--- src/rtl/pipe_stage_skid_pkg.sv ---
// Shared MISC-V stage-bundle widths, payload field offsets and occupancy encodings
// for the inter-stage pipeline registers.
package pipe_pkg;

    localparam int CTRL_W_IFID  = 1;
    localparam int DATA_W_IFID  = 32;
    localparam int CTRL_W_IDEX  = 4;
    localparam int DATA_W_IDEX  = 64;
    localparam int CTRL_W_EXMEM = 4;
    localparam int DATA_W_EXMEM = 64;
    localparam int CTRL_W_MEMWB = 2;
    localparam int DATA_W_MEMWB = 48;

    // Payload is four 16-bit fields packed MSB-first: PC+2, ALUResult, 3rdArg, Rd.
    localparam int FIELD_W    = 16;
    localparam int OFS_PC2    = 48;
    localparam int OFS_ALU    = 32;
    localparam int OFS_ARG3   = 16;
    localparam int OFS_RD     = 0;

    localparam logic [1:0] OCC_EMPTY = 2'd0;
    localparam logic [1:0] OCC_ONE   = 2'd1;
    localparam logic [1:0] OCC_TWO   = 2'd2;

    function automatic logic [FIELD_W-1:0] get_field(input logic [63:0] payload,
                                                     input int unsigned ofs);
        return payload[ofs +: FIELD_W];
    endfunction

endpackage

--- src/rtl/pipe_stage_skid_entry.sv ---
// One pipeline storage entry: valid, control bundle and payload, with load,
// clear (drop valid and ctrl) and kill (zero everything).
module pipe_entry #(
    parameter int CTRL_W = 4,
    parameter int DATA_W = 64
) (
    input  logic              CLK,
    input  logic              kill,
    input  logic              load,
    input  logic              clear,
    input  logic [CTRL_W-1:0] load_ctrl,
    input  logic [DATA_W-1:0] load_data,
    output logic              valid,
    output logic [CTRL_W-1:0] ctrl,
    output logic [DATA_W-1:0] data
);

    // ctrl is zeroed together with valid so an empty entry always reads as a no-op.
    always_ff @(posedge CLK) begin
        if (kill) begin
            valid <= 1'b0;
            ctrl  <= '0;
            data  <= '0;
        end else if (load) begin
            valid <= 1'b1;
            ctrl  <= load_ctrl;
            data  <= load_data;
        end else if (clear) begin
            valid <= 1'b0;
            ctrl  <= '0;
        end
    end

endmodule

--- src/rtl/pipe_stage_skid.sv ---
// Inter-stage pipeline register with valid/ready handshake, flush and an
// optional skid entry that keeps in_ready off the downstream combinational path.
module pipe_stage_skid
    import pipe_pkg::*;
#(
    parameter int CTRL_W = 4,
    parameter int DATA_W = 64,
    parameter int SKID   = 1
) (
    input  logic              CLK,
    input  logic              Reset,
    input  logic              in_valid,
    output logic              in_ready,
    input  logic [CTRL_W-1:0] in_ctrl,
    input  logic [DATA_W-1:0] in_data,
    input  logic              flush,
    output logic              out_valid,
    input  logic              out_ready,
    output logic [CTRL_W-1:0] out_ctrl,
    output logic [DATA_W-1:0] out_data,
    output logic [1:0]        occupancy
);

    logic              kill;
    logic              accept;
    logic              consume;
    logic              main_load;
    logic              main_from_skid;
    logic              main_clear;
    logic              skid_load;
    logic              skid_clear;
    logic [1:0]        occ_nxt;
    logic              skid_valid;
    logic [CTRL_W-1:0] skid_ctrl;
    logic [DATA_W-1:0] skid_data;
    logic [CTRL_W-1:0] main_ctrl_in;
    logic [DATA_W-1:0] main_data_in;

    assign kill    = Reset | flush;
    assign accept  = in_valid & in_ready;
    assign consume = out_valid & out_ready;

    // The skid entry is only ever filled while main is full, so its valid marks TWO.
    assign occupancy = skid_valid ? OCC_TWO : (out_valid ? OCC_ONE : OCC_EMPTY);

    always_comb begin
        main_load      = 1'b0;
        main_from_skid = 1'b0;
        main_clear     = 1'b0;
        skid_load      = 1'b0;
        skid_clear     = 1'b0;
        occ_nxt        = occupancy;
        if (SKID != 0) begin
            case (occupancy)
                OCC_EMPTY: begin
                    if (accept) begin
                        main_load = 1'b1;
                        occ_nxt   = OCC_ONE;
                    end
                end
                OCC_ONE: begin
                    if (accept && consume) begin
                        main_load = 1'b1;
                    end else if (accept) begin
                        skid_load = 1'b1;
                        occ_nxt   = OCC_TWO;
                    end else if (consume) begin
                        main_clear = 1'b1;
                        occ_nxt    = OCC_EMPTY;
                    end
                end
                OCC_TWO: begin
                    if (consume) begin
                        main_load      = 1'b1;
                        main_from_skid = 1'b1;
                        skid_clear     = 1'b1;
                        occ_nxt        = OCC_ONE;
                    end
                end
                default: ;
            endcase
        end else begin
            if (accept) begin
                main_load = 1'b1;
                occ_nxt   = OCC_ONE;
            end else if (consume) begin
                main_clear = 1'b1;
                occ_nxt    = OCC_EMPTY;
            end
        end
    end

    assign main_ctrl_in = main_from_skid ? skid_ctrl : in_ctrl;
    assign main_data_in = main_from_skid ? skid_data : in_data;

    pipe_entry #(
        .CTRL_W (CTRL_W),
        .DATA_W (DATA_W)
    ) u_main (
        .CLK       (CLK),
        .kill      (kill),
        .load      (main_load),
        .clear     (main_clear),
        .load_ctrl (main_ctrl_in),
        .load_data (main_data_in),
        .valid     (out_valid),
        .ctrl      (out_ctrl),
        .data      (out_data)
    );

    generate
        if (SKID != 0) begin : g_skid
            logic in_ready_q;

            pipe_entry #(
                .CTRL_W (CTRL_W),
                .DATA_W (DATA_W)
            ) u_skid (
                .CLK       (CLK),
                .kill      (kill),
                .load      (skid_load),
                .clear     (skid_clear),
                .load_ctrl (in_ctrl),
                .load_data (in_data),
                .valid     (skid_valid),
                .ctrl      (skid_ctrl),
                .data      (skid_data)
            );

            always_ff @(posedge CLK) begin
                if (kill) begin
                    in_ready_q <= 1'b1;
                end else begin
                    in_ready_q <= (occ_nxt != OCC_TWO);
                end
            end

            assign in_ready = in_ready_q;
        end else begin : g_noskid
            logic unused_noskid;

            assign skid_valid    = 1'b0;
            assign skid_ctrl     = '0;
            assign skid_data     = '0;
            assign in_ready      = ~out_valid | out_ready;
            assign unused_noskid = ^{skid_load, skid_clear, occ_nxt};
        end
    endgenerate

endmodule

--- config.mk ---
export PLATFORM = sky130hd
export DESIGN_NAME = pipe_stage_skid
export DESIGN_NICKNAME = d
export VERILOG_FILES = /design/src/rtl/pipe_stage_skid_pkg.sv /design/src/rtl/pipe_stage_skid_entry.sv /design/src/rtl/pipe_stage_skid.sv
export SDC_FILE = /design/constraint.sdc
export NUM_CORES = 1
export LEC_CHECK = 0
export ABC_AREA = 1
export BUFFER_PORTS_ARGS = -buffer_cell sky130_fd_sc_hd__clkbuf_2
export CORE_MARGIN = 2
export CORE_UTILIZATION = 55
export CTS_BUF_LIST = sky130_fd_sc_hd__clkbuf_4 sky130_fd_sc_hd__clkbuf_8
export DETAILED_ROUTE_END_ITERATION = 10
export PLACE_DENSITY = 0.8
export SLEW_MARGIN = 10
export SYNTH_ARGS = -nofsm -noshare
export SYNTH_HDL_FRONTEND = slang
export SYNTH_HIERARCHICAL = 1
export SYNTH_SLANG_ARGS = --single-unit
--- constraint.sdc ---
create_clock -name CLK -period 2.2 [get_ports CLK]
set_input_delay 0.66 -clock CLK [delete_from_list [all_inputs] [get_ports CLK]]
set_output_delay 0.66 -clock CLK [all_outputs]
set_load 0.01 [all_outputs]
==> run metrics <==
Tot GR Track Use between 20% and 30%; register area share after synthesis between 40% and 50%; area of the die 11900 µm²; initial antenna violation count 0; vias per cell 4.99; RSZ-0062 raised after global routing no; share of cells above drive strength 1 ~29%; Pins Over Slew Limit 0; most common cell after layout, fill and taps aside nand2_1; Setup crit start kind register; io pins ~150; Pwr Density between 700 and 800 nW/µm²; H-tree depth 4; chip height between 100 and 150 µm; setup TNS 0 ps; Layout Nets 1030; min Tclk post-route between 1500 and 2000 ps; drt total wl about 14000 µm; CTS tree built; worst path cell trace inv_1 > nand2_1 > inv_1 > clkbuf_2; final period utilization between 80 and 90%; Crit. End Element output pin; global route overflow 0; critical path's slowest cell dfxtp_1; Final Hold Fails 0; FMAX about 0.51 GHz; Peak VDD IR about 0.43 mV; relative max-transition margin 68.0%; largest net degree at the start of global routing 70; Mapped Area a little over 6000 µm²; status completed; cell mode on critical path inv_1; max incr delay on CP slightly below 500 ps; Die Span X 109 µm; #FFs+latches synth ~140; clk root buf clkbuf_8; vias in the first global route around 4900; DRC 0; CP Class register to output pin; distinct cell type count after synthesis 16; Avg Cell Area, Syn just over 7 µm²; CP bufs+invs 3; first-pass GRT wire length roughly 24000 µm; Synth Net Count between 900 and 1000; Clock Latency Late Sink 420 ps; post-CTS setup buffers 0; # diodes 0; hold crit path type register to register; register area 2780 µm²; Worst-path clk slew roughly 80 ps; CP delay by family, top flip-flops; Worst Path Required approximately 1500 ps; Worst EP arrival 1300 ps; area of the multi-input gates roughly 2800 µm²; DR iter-0 viols approximately 330; Layout area overhead 18.8%; placed wire-length estimate just over 9000 µm; max-cap violations 0; post_cts resized 0; highest-count cells in the layout ignoring fill and taps nand2_1 (447), clkbuf_2 (144), dfxtp_1 (139); gpl congestion 0.771; leakage about 3 nW; Core Region around 11000 µm²; Num CTS Buffers 17; Mapped Cells around 840; Worst Max-Slew Pin Slew around 480 ps; Max Fanout on Critical Path 6; initial cell density of the core a little under three fifths; # setup viols final 0; worst-case clock buffer depth 2; WL/cell 13.1 µm; FP Rows 38; Sink Count roughly 140; quantity of I/O buffers inserted on ports 144; hold slack between 400 and 500 ps; routed vias approximately 5500; Layout Skew about 13 ps; Fillers around 950; warnings from Yosys 6; ANT nets after route 0; Post-CTS Hold Buffers 0; Initial DRT Pass Iterations 6
-- final timing paths --
check,start,end,slack (ps),cells past startpoint
max reg2reg,u_main/valid,g_skid.u_skid/data[0],480,6
max,g_skid.u_skid/valid,occupancy[0],240,4
min reg2reg,u_main/data[2],u_main/data[2],460,2
min,u_main/data[2],u_main/data[2],460,2
-- per-stage QoR --
stage | util (%) | area, µm² | power [W] | std cells | setup WS [ps]
2_1_floorplan | - | 6050 | 0.00295 | 842 | 371
3_3_place_gp | 62.8 | 6780 | 0.00312 | 1078 | 277
3_5_place_dp | 62.8 | 6780 | 0.00313 | 1078 | 220
4_1_cts | 66.7 | 7190 | 0.00525 | 1109 | 204
5_1_grt | 66.7 | 7190 | 0.00542 | 1109 | 145
6_report | 66.7 | 7190 | 0.00522 | 1109 | 237
-- cell type report --
type                       instances  area share, %
multi-input combinational        635           39.5
sequential                       139           38.7
timing repair buffer             157           13.1
clock buffer                      18           3.44
tap                              140           2.43
clock inverter                    13           2.35
inverter                           7          0.435
-- worst min-delay path, cell delays in order, from the launching register on --
cell and delay [ps]:
dfxtp_1 310, nand2_1 60, a21oi_1 50
-- kinds of logic (layout without fill, tap and decap cells) --
logic type / after synthesis / count (layout) / synth area share, %
buffers and inverters: 68 / 195 / 7.34
and+or+nand+nor: 497 / 497 / 32.8
AOI/OAI and AO/OA: 138 / 138 / 13.9
DFF: 139 / 139 / 46.0
-- flip-flops by register name, summed over array words and instances (netlist names) --
signal,cells
g_skid.u_skid/data,64
u_main/data,64
g_skid.u_skid/ctrl,4
u_main/ctrl,4
g_skid.u_skid/valid,1
in_ready,1
u_main/valid,1
-- report_power, final --
part / internal [W] / switching [W] / leakage [nW] / total, W
registers: 0.00256 / 0.0000293 / 1.13 / 0.00259
logic: 0.000182 / 0.000293 / 1.73 / 0.000475
clock network: 0.00116 / 0.000994 / 0.209 / 0.00215
-- cell usage after synthesis --
| cell | number | share of area, % |
|---|---|---|
| nand2_1 | 448 | 28 |
| dfxtp_1 | 139 | 46 |
| a21oi_1 | 98 | 8.1 |
| a21oi_2 | 40 | 5.8 |
| nand2_2 | 40 | 4.1 |
| buf_2 | 29 | 2.4 |
| buf_6 | 19 | 3.5 |
| clkbuf_1 | 11 | 0.68 |
| inv_1 | 5 | 0.31 |
| nor2_1 | 3 | 0.19 |
| buf_4 | 2 | 0.25 |
| clkinv_2 | 2 | 0.17 |
| nand3_1 | 2 | 0.17 |
| nor2_4 | 2 | 0.37 |
| nor2_2 | 1 | 0.10 |
| nor3_1 | 1 | 0.083 |
-- routing by layer --
layer | share of wire, % | wire [µm] | global-route usage (%)
met1 | 45 | 6580 | 33.8
met2 | 48 | 7000 | 39.7
met3 | 5.2 | 753 | 4.84
met4 | 1.1 | 155 | 8.06
met5 | 0 | 0 | 0
No activity file was read; power rests on OpenSTA's default activity.
